## src/rtl/sha2_msg_schedule_if.sv

```systemverilog
// Block-in / round-word-out bus of the SHA-2 message schedule.
// The slave modport is the scheduler. The master modport is the block source and word sink.
interface sha2_msg_schedule_if #(
  parameter int unsigned WORDSIZE = 32
);
  localparam int unsigned IDX_W = 7;

  logic [16*WORDSIZE-1:0] blk;
  logic                   blk_valid;
  logic                   blk_ready;
  logic [WORDSIZE-1:0]    w;
  logic [IDX_W-1:0]       w_idx;
  logic                   w_last;
  logic                   w_valid;
  logic                   w_ready;

  modport master (
    output blk, blk_valid, w_ready,
    input  blk_ready, w, w_idx, w_last, w_valid
  );

  modport slave (
    input  blk, blk_valid, w_ready,
    output blk_ready, w, w_idx, w_last, w_valid
  );
endinterface

```

## src/rtl/sha2_msg_schedule.sv

```systemverilog
// SHA-2 message schedule: one 16-word block in, ROUNDS schedule words out over a 16-word sliding window.
// Optional SHA2_SCHED_BACKTOBACK_EN: lets the next block be taken on the final-word handshake, so no bubble appears between blocks.
module sha2_msg_schedule #(
  parameter int unsigned WORDSIZE = 32,
  parameter int unsigned ROUNDS   = 64
) (
  input  logic               clk,
  input  logic               rst,
  sha2_msg_schedule_if.slave bus
);
  localparam int unsigned IDX_W = 7;
  localparam int unsigned WIN_N = 16;
  localparam logic [IDX_W-1:0] LAST_IDX = IDX_W'(ROUNDS - 1);

  // Rotate/shift amounts for sigma0/sigma1, chosen by word width
  localparam int unsigned S0_R1 = (WORDSIZE == 64) ? 1  : 7;
  localparam int unsigned S0_R2 = (WORDSIZE == 64) ? 8  : 18;
  localparam int unsigned S0_SH = (WORDSIZE == 64) ? 7  : 3;
  localparam int unsigned S1_R1 = (WORDSIZE == 64) ? 19 : 17;
  localparam int unsigned S1_R2 = (WORDSIZE == 64) ? 61 : 19;
  localparam int unsigned S1_SH = (WORDSIZE == 64) ? 6  : 10;

  typedef enum logic {IDLE, RUN} state_e;

  state_e              state_q, state_d;
  logic [IDX_W-1:0]    t_q, t_d;
  logic                last_q, last_d;
  logic                valid_q, valid_d;
  logic [WORDSIZE-1:0] win_q [WIN_N];
  logic [WORDSIZE-1:0] win_d [WIN_N];
  logic                blk_ready_c;
  logic                blk_acc_c;
  logic                w_hs_c;

  function automatic logic [WORDSIZE-1:0] rotr(input logic [WORDSIZE-1:0] x,
                                               input int unsigned n);
    return (x >> n) | (x << (WORDSIZE - n));
  endfunction

  function automatic logic [WORDSIZE-1:0] sig0(input logic [WORDSIZE-1:0] x);
    return rotr(x, S0_R1) ^ rotr(x, S0_R2) ^ (x >> S0_SH);
  endfunction

  function automatic logic [WORDSIZE-1:0] sig1(input logic [WORDSIZE-1:0] x);
    return rotr(x, S1_R1) ^ rotr(x, S1_R2) ^ (x >> S1_SH);
  endfunction

`ifdef SHA2_SCHED_BACKTOBACK_EN
  assign blk_ready_c = rst && ((state_q == IDLE) || (last_q && bus.w_ready));
`else
  assign blk_ready_c = rst && (state_q == IDLE);
`endif

  assign blk_acc_c = bus.blk_valid && blk_ready_c;
  assign w_hs_c    = (state_q == RUN) && bus.w_ready;

  // Next state: consume/shift on a word handshake, then let a block load override
  always_comb begin
    state_d = state_q;
    t_d     = t_q;
    last_d  = last_q;
    win_d   = win_q;

    unique case (state_q)
      IDLE: ;
      RUN: begin
        if (w_hs_c) begin
          for (int i = 0; i < WIN_N - 1; i++) win_d[i] = win_q[i+1];
          win_d[WIN_N-1] = sig1(win_q[14]) + win_q[9] + sig0(win_q[1]) + win_q[0];
          t_d    = t_q + IDX_W'(1);
          last_d = (t_d == LAST_IDX);
          if (t_q == LAST_IDX) begin
            state_d = IDLE;
            last_d  = 1'b0;
          end
        end
      end
      default: state_d = IDLE;
    endcase

    if (blk_acc_c) begin
      for (int i = 0; i < WIN_N; i++) win_d[i] = bus.blk[WORDSIZE*(WIN_N-1-i) +: WORDSIZE];
      t_d     = '0;
      last_d  = (LAST_IDX == '0);
      state_d = RUN;
    end

    valid_d = (state_d == RUN);
  end

  always_ff @(posedge clk) begin
    if (!rst) begin
      state_q <= IDLE;
      t_q     <= '0;
      last_q  <= 1'b0;
      valid_q <= 1'b0;
      for (int i = 0; i < WIN_N; i++) win_q[i] <= '0;
    end else begin
      state_q <= state_d;
      t_q     <= t_d;
      last_q  <= last_d;
      valid_q <= valid_d;
      win_q   <= win_d;
    end
  end

  assign bus.blk_ready = blk_ready_c;
  assign bus.w         = win_q[0];
  assign bus.w_idx     = t_q;
  assign bus.w_last    = last_q;
  assign bus.w_valid   = valid_q;
endmodule

```

## src/flat_wrapper.sv

```systemverilog
// flat-port wrapper written by rule: the top's interface ports become plain ports
module sha2_msg_schedule_flat 
#(
  parameter int unsigned WORDSIZE = 32,
  parameter int unsigned ROUNDS   = 64
)
  (clk, rst, bus_blk, bus_blk_valid, bus_w_ready, bus_blk_ready, bus_w, bus_w_idx, bus_w_last, bus_w_valid);
  sha2_msg_schedule_if #(.WORDSIZE(WORDSIZE)) bus_i ();
  input  logic clk;
  input  logic rst;
  input wire logic [$bits(bus_i.blk)-1:0] bus_blk;
  input wire logic [$bits(bus_i.blk_valid)-1:0] bus_blk_valid;
  input wire logic [$bits(bus_i.w_ready)-1:0] bus_w_ready;
  output wire logic [$bits(bus_i.blk_ready)-1:0] bus_blk_ready;
  output wire logic [$bits(bus_i.w)-1:0] bus_w;
  output wire logic [$bits(bus_i.w_idx)-1:0] bus_w_idx;
  output wire logic [$bits(bus_i.w_last)-1:0] bus_w_last;
  output wire logic [$bits(bus_i.w_valid)-1:0] bus_w_valid;
  assign bus_i.blk = bus_blk;
  assign bus_i.blk_valid = bus_blk_valid;
  assign bus_i.w_ready = bus_w_ready;
  assign bus_blk_ready = bus_i.blk_ready;
  assign bus_w = bus_i.w;
  assign bus_w_idx = bus_i.w_idx;
  assign bus_w_last = bus_i.w_last;
  assign bus_w_valid = bus_i.w_valid;
  sha2_msg_schedule #(.WORDSIZE(WORDSIZE), .ROUNDS(ROUNDS)) u_core (.clk(clk), .rst(rst), .bus(bus_i));
endmodule
```

## config.mk

```make
export PLATFORM = sky130hd
export DESIGN_NAME = sha2_msg_schedule_flat
export DESIGN_NICKNAME = d
export VERILOG_FILES = /design/src/rtl/sha2_msg_schedule_if.sv /design/src/rtl/sha2_msg_schedule.sv /design/src/flat_wrapper.sv
export SDC_FILE = /design/constraint.sdc
export NUM_CORES = 2
export LEC_CHECK = 0
export ABC_CLOCK_PERIOD_IN_PS = 5350
export CAP_MARGIN = 20
export CORE_MARGIN = 2
export CORE_UTILIZATION = 45
export DETAILED_ROUTE_END_ITERATION = 16
export PLACE_DENSITY = 0.79
export REMOVE_ABC_BUFFERS = 1
export SLEW_MARGIN = 25
export SYNTH_ARGS = -nofsm -noshare
export SYNTH_HDL_FRONTEND = slang
export SYNTH_SLANG_ARGS = --single-unit
```

## constraint.sdc

```tcl
create_clock -name clk -period 5.35 [get_ports clk]
set_clock_uncertainty 0.1 [all_clocks]
set_input_delay 1.605 -clock clk [delete_from_list [all_inputs] [get_ports clk]]
set_output_delay 1.605 -clock clk [all_outputs]
set_load 0.02 [all_outputs]
```

==> summary.md <==
| Metric | Value |
|---|---|
| Startpoint Class | `input pin` |
| Final Cycle Share | `88.5%` |
| Crit path capture type | `output port` |
| Setup-failing EPs final | `0` |
| Top cell type's share of synthesized area | `38.8%` |
| Worst flop-to-flop path endpoint | `u_core.win_q[29]$_SDFFE_PN0P_` |
| LEAKAGE | `12.3 nW` |
| ANT nets after route | `0` |
| Vias | `25906` |
| Crit path kind | `in2out` |
| Max Used Layer | `met4` |
| Post-synthesis sequential area ratio | `38.8%` |
| Worst Path Required | `3.65 ns` |
| Buf/Inv on CP | `3` |
| Ys async rst share | `0%` |
| Slowest cell on crit path | `clkdlybuf4s50_1` |
| Setup Buffers After CTS | `0` |
| Main synth FF type | `dfxtp_1` |
| Worst Path Arrival | `3.03 ns` |
| Die Y-Extent | `248 um` |
| GRT Resource Usage Total | `29.0%` |
| Sequence of cells on the critical path | `clkdlybuf4s50_1 > inv_8 > nor2_1 > clkdlybuf4s50_1` |
| Most frequent cells in the layout | `nand2_1 (1000), clkdlybuf4s50_1 (557), dfxtp_1 (521), nor2_1 (488), a311oi_1 (456)` |
| Hold buffers post-CTS | `0` |
| Hold Vio Cnt, Final | `0` |
| Total gr overflow | `0` |
| Mapped cell area | `26900 sq um` |
| Most area-consuming cells after synthesis | `dfxtp_1 (39%), a311oi_1 (15%), nand2_1 (14%)` |
| Share of layout cells above drive strength 1 | `4.16%` |
| Num CTS Buffers | `56` |
| FF+latch count, synth | `521` |
| Chip width | `248 um` |
| CTS Root Cell | `clkbuf_16` |
| Syn avg cell area | `about 7.7 sq um` |
| Clock buffer depth | `3` |
| CP delay by family, top | `buffers and inverters` |
| Min Hold Slack | `0.354 ns` |
| Power share of the clock group | `between 20% and 30%` |
| Internal Power | `9.03 mW` |
| Routed wire length | `92.9 mm` |
| Worst Reg2Reg Path Length in Cells | `13` |
| Synth cell types | `just over 60` |
| Initial Util | `45.6%` |
| Seq pwr share | `33.2%` |
| TritonCTS clock tree | `built` |
| DPL Wire Length | `66.8 mm` |
| Worst hold-check path type | `reg2reg` |
| Sw Ratio | `37.3%` |
| Critical path fanouts, max | `26` |
| Metal-1 WL | `39.5 mm` |
| Peak Freq | `0.211 GHz` |
| Slowest cell delay on critical path | `0.61 ns` |
| Area grow syn2layout | `28.1%` |
| Pin count of the biggest net entering global routing | `between 200 and 250` |
| CP dominant cell by count | `clkdlybuf4s50_1` |
| PwrDens | `418 nW/um^2` |
| Post-synth EDFFs | `0` |
| Post-Syn Instances | `~3500` |
| Nets@finish | `about 4400` |
| Ports | `558` |
| Vias in the first global route | `between 20000 and 25000` |
| Slew HR | `22.1%` |
| Via density | `roughly 5.6` |
| Commonest non-fill, non-tap cell in the layout | `nand2_1` |
| Routed wire length on met3 | `between 6 and 7 mm` |
| Maximum vdd drop | `0.000289 V` |
| Post-layout util | `58.4%` |
| Worst Hold Endpoint | `u_core.win_q[70]$_SDFFE_PN0P_` |
| Synth area leader | `dfxtp_1` |
| Post_cts resized | `0` |
| DR DRC count | `0` |
| Drt wl/cell | `20.1 um` |
| Launch point of the worst reg-to-reg path | `u_core.win_q[52]$_SDFFE_PN0P_` |
| Die footprint | `61700 sq um` |
| Tmin final | `4.74 ns` |
| Worst-Margin Slew | `1.17 ns` |
| Reg clk slew, reported paths | `0.06 ns` |
| 1st-pass router iterations | `8` |
| Antenna violations before repair | `24` |
| Clock Sink Count | `521` |
| Min-delay src | `u_core.win_q[70]$_SDFFE_PN0P_` |
| Switching power | `5.37 mW` |
| Max-Cap Viols | `0` |
| RSZ-0062 raised after global routing | `false` |
| Worst skew pair latency | `0.62 ns` |
| Initial DRC count | `2473` |
| First-pass GRT wire length | `142 mm` |
| Setup_tns | `0 ns` |
| Met2 WL | `43.5 mm` |
| H-tree Lvls | `2` |
| Synth warn | `0` |
| GP Congestion | `0.925` |
| Core Area | `59000 sq um` |
| R2R Setup Slk | `0.94 ns` |
| Logic pwr share | `a little under two fifths` |
| Status | `completed` |
| Slew Limit Fails | `0` |
| Hold Path Stages | `2` |
| I/O Buffers | `between 500 and 600` |
| Rows | `89` |
==> cell families after synthesis <==
kind of cell / after synthesis / synth area share (%)
DFF: 521 / 38.8
muxes: 4 / 0.149
adders and majority gates: 95 / 6.15
buffers and inverters: 505 / 7.92
and+or+nand+nor: 1544 / 22.1
xor gates and xnor gates: 148 / 4.82
AOI/OAI and AO/OA: 674 / 20.1
==> power groups by stage <==
stage               combinational (mW)  clock [mW]  sequential (mW)
global route                      6.06        4.33             4.83
finish                            5.48        4.14             4.79
floorplan                         4.42           0             4.73
detailed placement                5.34           0             4.86
CTS                               5.40        4.19             4.78
global placement                  5.29           0             4.84
==> stage by stage <==
stage | std cells | total power, mW | area (sq um) | setup slack [ns]
floorplan | 3119 | 9.14 | 25300 | -23.29
detailed placement | 4496 | 10.2 | 32400 | 0.617
global placement | 4496 | 10.1 | 32400 | 0.591
CTS | 4599 | 14.4 | 34400 | 0.605
global route | 4623 | 15.2 | 34400 | 0.534
finish | 4623 | 14.4 | 34400 | 0.613
==> worst register-to-register path, cell delays in order, from the launching register on <==
cell      delay [ns]
dfxtp_1         0.55
xnor2_1         0.14
xnor2_1         0.30
fa_1            0.50
fa_1            0.44
ha_1            0.23
fa_1            0.48
a21oi_1         0.28
o211ai_2        0.20
a31oi_2         0.38
o41ai_4         0.13
a41oi_1         0.29
and4b_1         0.25
nor3b_2         0.05
==> worst max path at each step <==
stage,endpoint,from,slack [ns],depth (start not counted)
final,bus_blk_ready,rst,0.61,4
after global routing,bus_blk_ready,rst,0.53,4
after CTS,bus_blk_ready,rst,0.60,4
after detailed placement,bus_blk_ready,rst,0.62,4
after global placement,bus_blk_ready,rst,0.59,4
after floorplan,u_core.win_q[20]$_SDFFE_PN0P_,rst,-23.29,5
==> state kept, by name (all words and copies together), names as in the netlist <==
register / flops
u_core.win_q: 480
u_core.bus.w_last: 1
u_core.bus.w_idx: 7
u_core.bus.w: 32
u_core.state_q: 1
==> per-layer routing <==
layer	track usage, %	vias to the layer above
met5	0	-
met4	11.9	0
met3	4.66	174
met2	46.5	928
met1	39.0	12317
li1	-	12487
==> final cells by class <==
cell class | instances | area, sq um
flip-flops and latches | 521 | 10400
repair buffers | 604 | 6130
inverters | 133 | 507
fillers | 5281 | 24600
multi-input cells | 2465 | 14400
clock buffers | 85 | 1740
clock inverters | 18 | 240
well taps | 773 | 967
diodes | 24 | 60.1
==> cells in the mapped netlist (all sizes together), types with 6 or more instances <==
library cell and instances:
a22oi 34, nand2 1003, o21ai 34, a311oi 457, xnor2 118, xor2 30, a21oi 83, nand4 13
o221ai 8, nor2 490, clkbuf 243, nand3 8, fa 62, o211ai 7, buf 129, a211oi 6
a31oi 7, ha 33, inv 133, dfxtp 521, nor3 7
(Power assumes the default switching activity.)
